==> src/rtl/serial_subtractor_pkg.sv <==
// Shared types and helpers for the bit-serial subtractor.
package serial_sub_pkg;

    // FSM state encoding
    typedef enum logic [1:0] {
        ST_IDLE  = 2'd0,
        ST_SHIFT = 2'd1,
        ST_DONE  = 2'd2
    } state_e;

    // Ceiling log2, never below 1 so a counter always has at least one bit
    function automatic int unsigned clog2(input int unsigned value);
        int unsigned result;
        result = 0;
        while ((64'd1 << result) < 64'(value)) begin
            result = result + 1;
        end
        if (result == 0) begin
            result = 1;
        end
        return result;
    endfunction

endpackage

==> src/rtl/serial_subtractor_if.sv <==
// Start/busy/done handshake and operand/result bus of the bit-serial subtractor.
interface serial_subtractor_if #(
    parameter int unsigned WIDTH = 8
);

    logic             start;
    logic [WIDTH-1:0] a;
    logic [WIDTH-1:0] b;
    logic             busy;
    logic             done;
    logic [WIDTH-1:0] diff;
    logic             borrow_out;
    logic             overflow;

    // Controller side
    modport master (
        output start, a, b,
        input  busy, done, diff, borrow_out, overflow
    );

    // Subtractor side
    modport slave (
        input  start, a, b,
        output busy, done, diff, borrow_out, overflow
    );

endinterface

==> src/rtl/serial_subtractor_half_subtractor.sv <==
// One-bit half subtractor: diff = a - b without borrow in.
module half_subtractor (
    input  logic a,
    input  logic b,
    output logic diff,
    output logic borrow
);

    // Pure combinational cell
    always_comb begin
        diff   = a ^ b;
        borrow = ~a & b;
    end

endmodule

==> src/rtl/serial_subtractor.sv <==
// Bit-serial unsigned subtractor, LSB first, one bit per clock.
// Optional signed overflow flag enabled by macro SERIAL_SUB_SIGNED_OVF_EN; when undefined the
// overflow output is tied low.
module serial_subtractor
    import serial_sub_pkg::*;
#(
    parameter int unsigned WIDTH = 8
) (
    input logic           clk,
    input logic           rst_n,
    serial_subtractor_if.slave bus
);

    localparam int unsigned CNT_W = clog2(WIDTH);

    state_e           state_q, state_d;
    logic [WIDTH-1:0] a_sh_q;
    logic [WIDTH-1:0] b_sh_q;
    logic [WIDTH-1:0] sr_q;
    logic [WIDTH-1:0] diff_q;
    logic [CNT_W-1:0] cnt_q;
    logic             br_q;
    logic             borrow_q;

    logic             hs0_diff;
    logic             hs0_borrow;
    logic             hs1_borrow;
    logic             bit_diff;
    logic             bit_borrow;
    logic             last_bit;

    // Full-subtract cell: two half subtractors plus an OR of their borrows
    half_subtractor u_hs0 (
        .a      (a_sh_q[0]),
        .b      (b_sh_q[0]),
        .diff   (hs0_diff),
        .borrow (hs0_borrow)
    );

    half_subtractor u_hs1 (
        .a      (hs0_diff),
        .b      (br_q),
        .diff   (bit_diff),
        .borrow (hs1_borrow)
    );

    assign bit_borrow = hs0_borrow | hs1_borrow;
    assign last_bit   = (cnt_q == CNT_W'(WIDTH - 1));

    // State register
    always_ff @(posedge clk or negedge rst_n) begin
        if (!rst_n) begin
            state_q <= ST_IDLE;
        end else begin
            state_q <= state_d;
        end
    end

    // Next-state logic; start is only honoured in idle
    always_comb begin
        state_d = state_q;
        case (state_q)
            ST_IDLE:  if (bus.start) state_d = ST_SHIFT;
            ST_SHIFT: if (last_bit)  state_d = ST_DONE;
            ST_DONE:                 state_d = ST_IDLE;
            default:                 state_d = ST_IDLE;
        endcase
    end

    // Operand capture, serial shifting and result commit
    always_ff @(posedge clk or negedge rst_n) begin
        if (!rst_n) begin
            a_sh_q   <= '0;
            b_sh_q   <= '0;
            sr_q     <= '0;
            diff_q   <= '0;
            cnt_q    <= '0;
            br_q     <= 1'b0;
            borrow_q <= 1'b0;
        end else begin
            case (state_q)
                ST_IDLE: begin
                    if (bus.start) begin
                        a_sh_q <= bus.a;
                        b_sh_q <= bus.b;
                        br_q   <= 1'b0;
                        cnt_q  <= '0;
                    end
                end
                ST_SHIFT: begin
                    a_sh_q <= {1'b0, a_sh_q[WIDTH-1:1]};
                    b_sh_q <= {1'b0, b_sh_q[WIDTH-1:1]};
                    sr_q   <= {bit_diff, sr_q[WIDTH-1:1]};
                    br_q   <= bit_borrow;
                    cnt_q  <= cnt_q + CNT_W'(1);
                    // The bit computed on the last edge is the MSB of the result
                    if (last_bit) begin
                        diff_q   <= {bit_diff, sr_q[WIDTH-1:1]};
                        borrow_q <= bit_borrow;
                    end
                end
                default: ;
            endcase
        end
    end

`ifdef SERIAL_SUB_SIGNED_OVF_EN
    logic a_msb_q;
    logic b_msb_q;
    logic ovf_q;

    // Capture operand sign bits at start; derive signed overflow at commit
    always_ff @(posedge clk or negedge rst_n) begin
        if (!rst_n) begin
            a_msb_q <= 1'b0;
            b_msb_q <= 1'b0;
            ovf_q   <= 1'b0;
        end else begin
            if (state_q == ST_IDLE && bus.start) begin
                a_msb_q <= bus.a[WIDTH-1];
                b_msb_q <= bus.b[WIDTH-1];
            end
            if (state_q == ST_SHIFT && last_bit) begin
                ovf_q <= (a_msb_q != b_msb_q) && (bit_diff != a_msb_q);
            end
        end
    end
`endif

    // Output drive
    always_comb begin
        bus.busy       = (state_q != ST_IDLE);
        bus.done       = (state_q == ST_DONE);
        bus.diff       = diff_q;
        bus.borrow_out = borrow_q;
`ifdef SERIAL_SUB_SIGNED_OVF_EN
        bus.overflow   = ovf_q;
`else
        bus.overflow   = 1'b0;
`endif
    end

endmodule

==> src/flat_wrapper.sv <==
// flat-port wrapper written by rule: the top's interface ports become plain ports
module serial_subtractor_flat import serial_sub_pkg::*;
#(
    parameter int unsigned WIDTH = 8
)
  (clk, rst_n, bus_start, bus_a, bus_b, bus_busy, bus_done, bus_diff, bus_borrow_out, bus_overflow);
  serial_subtractor_if #(.WIDTH(WIDTH)) bus_i ();
  input logic clk;
  input logic rst_n;
  input wire logic [$bits(bus_i.start)-1:0] bus_start;
  input wire logic [$bits(bus_i.a)-1:0] bus_a;
  input wire logic [$bits(bus_i.b)-1:0] bus_b;
  output wire logic [$bits(bus_i.busy)-1:0] bus_busy;
  output wire logic [$bits(bus_i.done)-1:0] bus_done;
  output wire logic [$bits(bus_i.diff)-1:0] bus_diff;
  output wire logic [$bits(bus_i.borrow_out)-1:0] bus_borrow_out;
  output wire logic [$bits(bus_i.overflow)-1:0] bus_overflow;
  assign bus_i.start = bus_start;
  assign bus_i.a = bus_a;
  assign bus_i.b = bus_b;
  assign bus_busy = bus_i.busy;
  assign bus_done = bus_i.done;
  assign bus_diff = bus_i.diff;
  assign bus_borrow_out = bus_i.borrow_out;
  assign bus_overflow = bus_i.overflow;
  serial_subtractor #(.WIDTH(WIDTH)) u_core (.clk(clk), .rst_n(rst_n), .bus(bus_i));
endmodule
==> config.mk <==
export PLATFORM = sky130hd
export DESIGN_NAME = serial_subtractor_flat
export DESIGN_NICKNAME = d
export VERILOG_FILES = /design/src/rtl/serial_subtractor_pkg.sv /design/src/rtl/serial_subtractor_if.sv /design/src/rtl/serial_subtractor_half_subtractor.sv /design/src/rtl/serial_subtractor.sv /design/src/flat_wrapper.sv
export SDC_FILE = /design/constraint.sdc
export NUM_CORES = 1
export LEC_CHECK = 0
export ABC_CLOCK_PERIOD_IN_PS = 1500
export BUFFER_PORTS_ARGS = -buffer_cell sky130_fd_sc_hd__clkbuf_2
export CELL_PAD_IN_SITES_DETAIL_PLACEMENT = 2
export CELL_PAD_IN_SITES_GLOBAL_PLACEMENT = 2
export CORE_MARGIN = 2
export CORE_UTILIZATION = 32
export CTS_CLUSTER_SIZE = 24
export DETAILED_ROUTE_END_ITERATION = 7
export PLACE_DENSITY_LB_ADDON = 0.25
export REMOVE_ABC_BUFFERS = 1
export SYNTH_ARGS = -nofsm -noshare
export SYNTH_HDL_FRONTEND = slang
export SYNTH_HIERARCHICAL = 1
export SYNTH_SLANG_ARGS = --single-unit
==> constraint.sdc <==
create_clock -name clk -period 1.5 [get_ports clk]
set_clock_uncertainty 0.1 [all_clocks]
set_input_delay 0 -clock clk [delete_from_list [all_inputs] [get_ports clk]]
set_output_delay 0 -clock clk [all_outputs]
set_load 0.03 [all_outputs]
Word level (Yosys, flattened, before mapping)
Cells that the tools add are included.

Register bits: 39. Output and inout bits: 12. Word-level logic and storage cells: 38.

Add/sub/neg operators: 1. Equality and inequality tests: 5. Muxes and demuxes: 11. Bitwise logic cells: 7. Reductions and logical operators: 6.

Operator list (number): $pmux 8 s2 (2); $mux 8 (2); $pmux 3 s2 (1); $reduce_and 2->1 (3); $mux 2 (2); $pmux 2 s2 (1); $reduce_bool 2->1 (2); $add 3x1->3 const B (1); $eq 3x3->1 const B (1); $mux 3 (1); $and 1x1->1 (2); $eq 2x1->1 const B (1); $eq 2x2->1 const B (1); $logic_not 2->1 (1); $ne 2x1->1 const B (1); $ne 2x2->1 const B (1); $not 1->1 (2); $pmux 1 s2 (1); $xor 1x1->1 (2); $mux 1 (1); $or 1x1->1 (1).

Logic depth before layout (Yosys ltp)
Word-level depth: 5. Mapped depth: 7. Gate-level depth less buffers: 7.

Modules after synthesis
The synthesis kept the hierarchy.

By module, submodules not included: serial_subtractor (instances 1, cells each 139, area an instance 1669.1 um^2); half_subtractor (instances 2, cells each 3, area an instance 20.0 um^2).

Worst setup path before layout
Ideal clock, no wire load.

Path type: register to register. Start point: register u_core.cnt_q[0]. End point: register u_core.diff_q[0], in the netlist u_core/bus.diff[0]. Arrival: 1.362 ns. Required time: 1.272 ns. Slack: -0.090 ns. Stages on the path, launching flop included: 6. Path through: dfrtp_1 > ha_1 > ha_1 > nand3b_4 > buf_2 > mux2_1.

Word-level cells in the longest chain between the ends: 2.

RTL lines: start, declared (RTL line serial_subtractor.sv:21) `logic [CNT_W-1:0] cnt_q;`; start signal, assigned (RTL line serial_subtractor.sv:95) `cnt_q <= cnt_q + CNT_W'(1);`; $eq 3x3->1 (RTL line serial_subtractor.sv:48) `assign last_bit = (cnt_q == CNT_W'(WIDTH - 1));`; $reduce_and 2->1 (no line); end signal, assigned (RTL line serial_subtractor.sv:98) `diff_q <= {bit_diff, sr_q[WIDTH-1:1]};`; end, declared (RTL line serial_subtractor.sv:20) `logic [WIDTH-1:0] diff_q;`.

No other way between the ends. A chain may end at the register's enable or synchronous reset.

Worst setup path in the final report
Start point: register u_core.a_sh_q[0]. End point: register u_core.sr_q[7].

Word-level cells in the longest chain between the ends: 2.

RTL lines: start, declared (RTL line serial_subtractor.sv:17) `logic [WIDTH-1:0] a_sh_q;`; start signal, assigned (RTL line serial_subtractor.sv:84) `a_sh_q <= bus.a;`; start signal, assigned (RTL line serial_subtractor.sv:91) `a_sh_q <= {1'b0, a_sh_q[WIDTH-1:1]};`; $xor 1x1->1 (RTL line serial_subtractor_half_subtractor.sv:11) `diff = a ^ b;`; named net u_core.hs0_diff (RTL line serial_subtractor.sv:25) `logic hs0_diff;`; $xor 1x1->1 (RTL line serial_subtractor_half_subtractor.sv:11); named net u_core.bit_diff (RTL line serial_subtractor.sv:28) `logic bit_diff;`; end signal, assigned (RTL line serial_subtractor.sv:93) `sr_q <= {bit_diff, sr_q[WIDTH-1:1]};`; end, declared (RTL line serial_subtractor.sv:19) `logic [WIDTH-1:0] sr_q;`.

The timed path passes the listed nets, and every way through them passes these cells.

==> impl_metrics.ini <==
[run_status]
outcome = complete, but fails checks
violations = negative setup slack

[cells_and_area]
multi_input_area_um2 = 714
final_cells = 276
fin_nets = 230
synthToLayoutAreaGrowth_pct = 40.1
fillers = 532
utilization_pct = 46.6
diodes = 0
drive_above_1_share_pct = 39.3
seq_area_um2 = 953

[logic_synthesis]
syn_area_um2 = 1710
yosysTopAreaCell = dfrtp_1
ys_warn_count = 6
syn_avg_cell_area_um2 = 11.8
synth-seq-cells = 38
netlist_instances = 145
async_reset_ff_share_pct = 100
synth_edf_count = 0
synth_top_cells_by_count = dfrtp_1 (38), o22ai_1 (28), a21oi_1 (15), o21ai_0 (8), mux2_1 (7)
netlist.area_leader.share_pct = 55.6
yosysMostFrequentCell = dfrtp_1
yosysSeqAreaShare_pct = 55.6
synth_area_leaders = dfrtp_1 (56%), o22ai_1 (10%), mux2_1 (4.6%), a21oi_1 (4.4%), mux2_4 (3.5%)
synthFlopType = dfrtp_1
ys_types = 25

[setup_path]
timing.rr.end = u_core/sr_q[7]
endpoint_kind = flip-flop
worstReg2RegStart = u_core/a_sh_q[0]
crit_type = flip-flop to flip-flop
critPathLaunchType = flip-flop
critical_path_arrival_ns = 1.59
reg2reg_depth = 7
rrSetupSlack_ns = -0.03
critPathRequiredTime_ns = 1.56
path_max_fanout = 2

[die]
core_area_um2 = 5140
fp.dieH_um = 77.1
io-pin-count = 31
die_area_um2 = 5940
die_w_um = 77.1
start_util_pct = 33.3
row_count = 26

[pwr]
combPwrFrac_pct = 46.7
p_seq_share_pct = 39.2
p_int_mw = 3.01
p_leak_nw = 1.11
p_per_area_nw_per_um2 = 2050
p_sw_mw = 1.90
clkPwrFrac_pct = 14.1
peakVddDrop_mv = 0.844
p_sw_share_pct = 38.7

[timing]
fmaxAchievable_mhz = 653
setup_ws_ns = -0.0309
setup_viol = 2
min_period_ns = 1.53
min_period_over_period_pct = 102
slew_viol_final = 0
rsz0062_at_grt = true
hold_viol_final = 0

[place]
dp_cells = 241
pre_cts_slack_ns = -0.0942
gp_congestion = 0.724
dpl.hpwl_um = 2870
port_buffers = 29

[clock_network]
clock_latency_ns = 0.29
cts_buffers = 5
cts.sink_count = 38
clkSlewWorstSetupHoldPaths_ns = 0.08
cts_tree = done
cts_root_buf = clkbuf_8
cts_buffer_depth = 2
cts_htree_levels = 2

[routing]
vias_per_cell = 5.00
ant_nets = 0
wl_um = 5030
drt-wirelength-per-cell_um = 18.2
dr.pass1.iters = 2
num_vias = 1380
route.detailed.drc = 0
drtIter0Drc = 46

[hold_path]
min_path_type = input pin to asynchronous set/reset pin

[global_route]
grtUsageTotal_pct = 17.5
grt_pass1_vias = 1549
grt-ovfl-total = 0
antenna_found_initial = 0
grt_pass1_wl_um = 7940
grt_max_degree = 36

[flow_run]
drv_cap = 0
## registers in the layout (all words and copies together), names as in the netlist
| signal | flops |
|---|---|
| u_core/a_sh_q | 8 |
| u_core/b_sh_q | 8 |
| u_core/br_q | 1 |
| u_core/bus.borrow_out | 1 |
| u_core/bus.diff | 8 |
| u_core/cnt_q | 3 |
| u_core/sr_q | 7 |
| u_core/state_q | 2 |
## metal layers
| metal | up-vias | part of all wire [%] | GRT usage, % |
|---|---|---|---|
| met5 | - | 0 | 0 |
| met1 | 702 | 45 | 22.5 |
| li1 | 648 | - | - |
| met4 | 0 | 0.26 | 3.75 |
| met2 | 28 | 52 | 29.7 |
| met3 | 2 | 2.7 | 4.59 |
## metrics by stage
stage	hold WS (ns)	total power, mW	area, um2	setup TNS, ns
finish	0.135	4.91	2390	-0.0569
detailed placement	-0.273	3.80	1960	-0.642
floorplan	-0.396	3.08	1620	-0.00809
CTS	0.126	4.71	2290	-0.103
global route	0.160	5.31	2390	-0.310
global placement	-0.279	3.66	1960	-0.0903
## cell usage in the layout, fill, tap and decap left out, drive strengths merged
master	instances
a21oi	15
inv	6
mux2	15
conb	1
a22o	2
nand3b	2
nor2b	2
ha	4
nand2b	2
o22ai	28
dlygate4sd3	19
o2bb2ai	1
nor2	5
clkinv	1
dfrtp	38
o21ai	8
clkbuf	35
nand2	4
buf	18
## worst max path at each step
stage / start / to / slack, ns
after CTS: u_core/a_sh_q[0] / u_core/sr_q[7] / -0.05
after detailed placement: u_core/cnt_q[0] / u_core/bus.diff[1] / -0.09
after floorplan: u_core/a_sh_q[0] / u_core/bus.diff[7] / -0.008
after global routing: u_core/a_sh_q[0] / u_core/sr_q[7] / -0.07
final: u_core/a_sh_q[0] / u_core/sr_q[7] / -0.03
after global placement: u_core/a_sh_q[0] / u_core/bus.diff[7] / -0.02
## power groups by stage
| stage | clock (mW) | sequential, mW | combinational (mW) |
|---|---|---|---|
| final | 0.692 | 1.93 | 2.29 |
| after global routing | 0.779 | 2.00 | 2.53 |
| after CTS | 0.737 | 1.90 | 2.07 |
| after detailed placement | 0 | 1.89 | 1.91 |
| after global placement | 0 | 1.86 | 1.80 |
| after floorplan | 0 | 2.01 | 1.07 |
## final cells by class
cell class,count,area share (%)
multi-input combinational,89,29.8
timing repair buffer,66,22.1
inverter,7,1.15
sequential,38,39.8
tap,70,3.66
clock buffer,6,3.45
## cell families after synthesis
family                   synth area share (%)
AO/OA/AOI/OAI                            18.5
adder cells (fa/ha/maj)                  2.93
buffers and inverters                    6.88
flip-flops                               55.6
multiplexers                             10.8
other                                   0.219
AND/OR/NAND/NOR                          5.05
## repair_timing
item	CTS	global route
buffers inserted	1	8
pin swaps	2	3
setup endpoints to repair	11	12
gates resized for setup	12	11
hold endpoints to repair	55	0
hold buffers	19	0
gates cloned	1	0
## worst max-delay path: stages, from the launching register on
cell and delay (ns):
dfrtp_1 0.41, inv_2 0.08, ha_4 0.20, inv_2 0.05, inv_2 0.04, ha_4 0.25
inv_2 0.03, mux2_4 0.26
Power figures use the tool's default switching activity.
